[config.mk]
export PLATFORM = sky130hd
export DESIGN_NAME = srt_div_r4
export DESIGN_NICKNAME = d
export VERILOG_FILES = /design/src/rtl/srt_div_r4.sv
export SDC_FILE = /design/constraint.sdc
export NUM_CORES = 1
export LEC_CHECK = 0
export BUFFER_PORTS_ARGS = -buffer_cell sky130_fd_sc_hd__clkbuf_2
export CAP_MARGIN = 30
export CORE_MARGIN = 2
export CORE_UTILIZATION = 49
export CTS_CLUSTER_SIZE = 12
export DETAILED_ROUTE_END_ITERATION = 7
export GPL_ROUTABILITY_DRIVEN = 0
export PLACE_DENSITY = 0.78
export SKIP_LAST_GASP = 1
export SLEW_MARGIN = 10
export SYNTH_ARGS = -nofsm -noshare
export SYNTH_HDL_FRONTEND = slang
export SYNTH_SLANG_ARGS = --single-unit
[constraint.sdc]
create_clock -name clk -period 11.1 [get_ports clk]
set_clock_uncertainty 0.15 [all_clocks]
set_input_delay 2.22 -clock clk [delete_from_list [all_inputs] [get_ports clk]]
set_output_delay 2.22 -clock clk [all_outputs]
set_load 0.01 [all_outputs]
[src/rtl/srt_div_r4.sv]
// Radix-4 iterative divider: one quotient digit per cycle, with signed/unsigned mode,
// divide-by-zero and overflow flags, and results that hold until the next operation.
module srt_div_r4 #(
    parameter int WIDTH = 8
) (
    input  logic             clk,
    input  logic             resetn,
    input  logic             start,
    input  logic             signed_op,
    input  logic [WIDTH-1:0] dividend,
    input  logic [WIDTH-1:0] divisor,
    output logic             ready,
    output logic             busy,
    output logic             done,
    output logic [WIDTH-1:0] quotient,
    output logic [WIDTH-1:0] remainder,
    output logic             div_by_zero,
    output logic             overflow
);
    localparam int ITERS = WIDTH / 2;
    localparam int CW    = $clog2(ITERS + 1);
    localparam logic [WIDTH-1:0] ONE_W = {{(WIDTH-1){1'b0}}, 1'b1};
    localparam logic [WIDTH-1:0] MIN_W = {1'b1, {(WIDTH-1){1'b0}}};

    typedef enum logic [2:0] {IDLE, LOAD, ITER, FIX, DONE} state_t;

    function automatic logic [WIDTH-1:0] neg_w(input logic [WIDTH-1:0] v);
        return ~v + ONE_W;
    endfunction

    function automatic logic [WIDTH-1:0] abs_op(input logic [WIDTH-1:0] v, input logic s);
        return (s && v[WIDTH-1]) ? neg_w(v) : v;
    endfunction

    state_t           state_q, state_d;
    logic [CW-1:0]    count_q, count_d;
    logic [WIDTH-1:0] quotient_q, quotient_d, remainder_q, remainder_d;
    logic             dbz_q, dbz_d, ovf_q, ovf_d;
    logic             ready_q, ready_d, busy_q, busy_d, done_q, done_d;

    logic             sop_q, sop_d, sn_q, sn_d, sd_q, sd_d, dz_q, dz_d;
    logic [WIDTH-1:0] nabs_q, nabs_d, dabs_q, dabs_d, nraw_q, nraw_d;
    logic [WIDTH-1:0] nsh_q, nsh_d, qsh_q, qsh_d;
    // Partial remainder is always below |D|, so WIDTH bits hold it between digits.
    logic [WIDTH-1:0] p_q, p_d;

    logic [WIDTH+1:0] x, d1, d2, d3, dq;
    logic [1:0]       digit;
    logic             accept;

    always_comb begin
        state_d     = state_q;
        count_d     = count_q;
        quotient_d  = quotient_q;
        remainder_d = remainder_q;
        dbz_d       = dbz_q;
        ovf_d       = ovf_q;
        sop_d       = sop_q;
        sn_d        = sn_q;
        sd_d        = sd_q;
        dz_d        = dz_q;
        nabs_d      = nabs_q;
        dabs_d      = dabs_q;
        nraw_d      = nraw_q;
        nsh_d       = nsh_q;
        qsh_d       = qsh_q;
        p_d         = p_q;

        x  = {p_q, nsh_q[WIDTH-1:WIDTH-2]};
        d1 = {2'b00, dabs_q};
        d2 = {1'b0, dabs_q, 1'b0};
        d3 = d1 + d2;
        if (x >= d3) begin
            digit = 2'd3;
            dq    = d3;
        end else if (x >= d2) begin
            digit = 2'd2;
            dq    = d2;
        end else if (x >= d1) begin
            digit = 2'd1;
            dq    = d1;
        end else begin
            digit = 2'd0;
            dq    = '0;
        end

        accept = start && (state_q == IDLE || state_q == DONE);

        case (state_q)
            IDLE: ;
            LOAD: begin
                p_d     = '0;
                qsh_d   = '0;
                nsh_d   = nabs_q;
                count_d = '0;
                dz_d    = (dabs_q == '0);
                // A zero divisor still passes through FIX so the result registers load in one place.
                state_d = (dabs_q == '0) ? FIX : ITER;
            end
            ITER: begin
                p_d     = WIDTH'(x - dq);
                qsh_d   = {qsh_q[WIDTH-3:0], digit};
                nsh_d   = nsh_q << 2;
                count_d = count_q + 1'b1;
                if (count_q == CW'(ITERS - 1)) state_d = FIX;
            end
            FIX: begin
                if (dz_q) begin
                    quotient_d  = '1;
                    remainder_d = nraw_q;
                end else begin
                    quotient_d  = (sn_q ^ sd_q) ? neg_w(qsh_q) : qsh_q;
                    remainder_d = sn_q ? neg_w(p_q) : p_q;
                end
                dbz_d   = dz_q;
                ovf_d   = sop_q && sn_q && sd_q && (nabs_q == MIN_W) && (dabs_q == ONE_W);
                state_d = DONE;
            end
            DONE:    state_d = IDLE;
            default: state_d = IDLE;
        endcase

        if (accept) begin
            sop_d   = signed_op;
            sn_d    = signed_op && dividend[WIDTH-1];
            sd_d    = signed_op && divisor[WIDTH-1];
            nabs_d  = abs_op(dividend, signed_op);
            dabs_d  = abs_op(divisor, signed_op);
            nraw_d  = dividend;
            state_d = LOAD;
        end

        ready_d = (state_d == IDLE) || (state_d == DONE);
        busy_d  = !ready_d;
        done_d  = (state_d == DONE);
    end

    always_ff @(posedge clk or negedge resetn) begin
        if (!resetn) begin
            state_q     <= IDLE;
            count_q     <= '0;
            quotient_q  <= '0;
            remainder_q <= '0;
            dbz_q       <= 1'b0;
            ovf_q       <= 1'b0;
            ready_q     <= 1'b1;
            busy_q      <= 1'b0;
            done_q      <= 1'b0;
        end else begin
            state_q     <= state_d;
            count_q     <= count_d;
            quotient_q  <= quotient_d;
            remainder_q <= remainder_d;
            dbz_q       <= dbz_d;
            ovf_q       <= ovf_d;
            ready_q     <= ready_d;
            busy_q      <= busy_d;
            done_q      <= done_d;
        end
    end

    always_ff @(posedge clk) begin
        sop_q  <= sop_d;
        sn_q   <= sn_d;
        sd_q   <= sd_d;
        dz_q   <= dz_d;
        nabs_q <= nabs_d;
        dabs_q <= dabs_d;
        nraw_q <= nraw_d;
        nsh_q  <= nsh_d;
        qsh_q  <= qsh_d;
        p_q    <= p_d;
    end

    assign ready       = ready_q;
    assign busy        = busy_q;
    assign done        = done_q;
    assign quotient    = quotient_q;
    assign remainder   = remainder_q;
    assign div_by_zero = dbz_q;
    assign overflow    = ovf_q;
endmodule

==> flow_summary_export.csv <==
group,metric,value,unit
outcome,status,"finished, final reports clean",
floorplan,die_h,103,um
floorplan,io_pins,41,
logic_synthesis,syn_area,0.00478,sq mm
timing,hold_slack,326,ps
timing,timing.final.max_slew_violations,0,
timing,tightest_slew,875,ps
place,dp.cells,623,
logic_synthesis,synth_flop_cell,"edfxtp_1",
clocking,numCtsBuffers,9,
logic_synthesis,synth.ff_latch_count,78,
clocking,clk_path_buf_depth,2,
detailed_routing,drt_wl_total,10000,um
timing,fin_tns_setup,0,ps
worst_setup_path,cp.required,11020,ps
finish,stdcell_area,0.00534,sq mm
clocking,cts-hold-fix-buffers,0,
worst_setup_path,cp_max_fo,15,
clocking,cts_tree,"yes",
global_route,antenna_found_initial,0,
place,place_area,0.00512,sq mm
clocking,clock_latency,350,ps
clocking,clk_pin_slew,80,ps
detailed_routing,dr_wl_met2,5060,um
timing,hold_violations,0,
worst_setup_path,critPathCaptureType,"flop",
floorplan,initial_core_util,49.8,%
logic_synthesis,synth_edf_count,51,
clocking,post_cts_buffers,0,
finish,diodes,0,
logic_synthesis,avgSynthCellArea,10.5,sq um
finish,instances_no_fill,640,
timing,max-slew-margin-rel,41.5,%
finish,area_delta_synth_final,11.8,%
detailed_routing,drc,0,
worst_setup_path,slowest_stage,"nor2_1",
finish,drive_above_1_share,14.0,%
timing,timing.fmax,180,MHz
pwr,p_leak,2.43,nW
worst_setup_path,crit_arrival,5480,ps
detailed_routing,wire_per_inst,15.7,um
floorplan,coreArea,0.00959,sq mm
worst_setup_path,critical_path_class,"reg -> reg",
pwr,ir_drop,0.161,mV
finish,fill_cells,811,
logic_synthesis,synthesis.nets,530,
pwr,power_density,338,mW/mm^2
job,cap_violations,0,
place,numPortBuffers,40,
global_route,grt_pass1_vias,3419,
detailed_routing,vias,3513,
clocking,htreeDepth,3,
logic_synthesis,synth.largest_area_cell,"edfxtp_1",
global_route,grt_overflow,0,
worst_setup_path,crit_family,"compound AO/OA/AOI/OAI gates",
global_route,grt_max_degree,28,
timing,setup_viol,0,
detailed_routing,routed.top_layer,"met4",
detailed_routing,avgViaCountPerCell,5.49,
logic_synthesis,yosysTopAreaCellShare,32.1,%
min_path,min_path_type,"reg -> reg",
logic_synthesis,synth_cell_type_count,56,
detailed_routing,met1_length,4320,um
logic_synthesis,ys_warn_count,0,
floorplan,die_x,103,um
pwr,finalPower,1.81,mW
detailed_routing,drt_iter0_markers,193,
logic_synthesis,synth_common_cells,"edfxtp_1 (51), ha_1 (51), nand2_1 (50)",
floorplan,rows,36,
finish,layout.nets,575,
place,dp_hpwl,7730,um
global_route,grt_pass1_wl,16400,um
global_route,globalRouteTotalUtil,20.3,%
clocking,ctsRootBufferMaster,"clkbuf_8",
logic_synthesis,synthCells,457,
worst_setup_path,crit_chain,"ha_1 > inv_1 > fa_1 > nor2b_4 > o31ai_1 > nand2b_1 > a21o_1 > a21oi_1 > ha_1 > a2111oi_4 > o21ai_1 > o21ai_1 > nor2_1 > nor2_1 > nor2_1 > ha_1 > inv_1 > fa_1 > a21o_1 > a21o_1 > a21o_1 > a21oi_1 > xor2_1 > nor2_1",
worst_setup_path,crit_buf_inv,2,
timing,min_period,5560,ps
clocking,cts.sinks,78,
logic_synthesis,async_reset_ff_share,34.6,%
worst_setup_path,critPathLaunchType,"flop",
floorplan,die-area,0.0106,sq mm
detailed_routing,first_pass_iters,4,
logic_synthesis,yosysSeqAreaShare,46.2,%
detailed_routing,met3_length,521,um
timing,finalCritPeriodShare,50.1,%
timing,rsz0062_at_grt,"no",
clocking,post_cts_resize_count,0,
logic_synthesis,ys_top_cells_by_area,"edfxtp_1 (32%), dfrtp_1 (14%), ha_1 (13%)",
worst_setup_path,max_stage_delay,670,ps
detailed_routing,ant_nets,0,
## placed cells by master (no fill, tap or decap), types with 3 or more instances in the layout
| cell type | n |
|---|---|
| xor2_1 | 15 |
| o31ai_1 | 7 |
| nand2_1 | 50 |
| nand2b_1 | 4 |
| nand4_1 | 4 |
| nor3_1 | 8 |
| dfrtp_1 | 26 |
| ha_1 | 51 |
| edfxtp_1 | 51 |
| a221oi_1 | 6 |
| inv_1 | 30 |
| or3b_1 | 3 |
| nand3b_1 | 3 |
| clkbuf_8 | 9 |
| a21o_1 | 15 |
| a21oi_1 | 36 |
| nor2_1 | 49 |
| nor4_1 | 3 |
| o21ai_1 | 4 |
| and2_1 | 8 |
| clkbuf_2 | 40 |
| o21ai_0 | 14 |
| xnor2_1 | 17 |
## where the power goes
group          leakage [nW]  switching, mW  internal, mW
Clock                0.0981          0.101         0.104
Combinational          1.51          0.560         0.465
Sequential            0.819          0.112         0.465
## state kept, by name (all words and copies together), names as in the netlist
name,cells
nsh_q,8
state_q,3
remainder,8
busy,1
sop_q,1
nabs_q,8
qsh_q,8
done,1
count_q,3
ready,1
quotient,8
div_by_zero,1
dabs_q,8
dz_q,1
nraw_q,7
p_q,8
sn_q,1
overflow,1
sd_q,1
## logic make-up after synthesis
logic type	after synthesis	share of synthesized area, %
simple gates	145	14.4
compound gates	106	15.1
flops	78	46.2
fa+ha+maj	53	14.2
buf+inv	40	3.30
xor+xnor	33	6.34
mux	2	0.419
## metal layers
layer / vias up / global-route usage (%)
met1: 1670 / 26.9
li1: 1730 / -
met4: 0 / 7.19
met2: 98 / 33.4
met3: 15 / 3.86
met5: - / 0
## metrics by stage
stage | worst slack [ps] | utilization [%]
4_1_cts | 5570 | 55.4
2_1_floorplan | 6270 | -
5_1_grt | 5130 | 55.6
3_3_place_gp | 5990 | 53.4
3_5_place_dp | 5620 | 53.4
6_report | 5540 | 55.6
## cell type report
type                            instances  area, sq um  area share [%]
Sequential cell                        78         2210            41.4
Tap cell                              133          166            3.12
Multi-Input combinational cell        339         2420            45.3
Clock buffer                           10          128            2.39
Inverter                               31          116            2.18
Timing Repair Buffer                   43          243            4.55
Clock inverter                          6         61.3            1.15
## worst paths after layout
path / slack, ps / cells after the start / end / startpoint
setup / recovery: 5540 / 24 / p_q[6] / dabs_q[0]
hold / removal: 330 / 2 / quotient[1] / quotient[1]
setup reg to reg: 5540 / 24 / p_q[6] / dabs_q[0]
hold reg to reg: 330 / 2 / quotient[1] / quotient[1]
max in group asynchronous: 8640 / 1 / remainder[4] / resetn
min in group asynchronous: 1730 / 1 / state_q[2] / resetn
## worst min-delay path, cell delays in order (launching register included)
cell and delay [ps]:
dfrtp_1 350, nand2_1 50, nand2_1 50
Note: power is estimated with default switching activity, not from simulation.
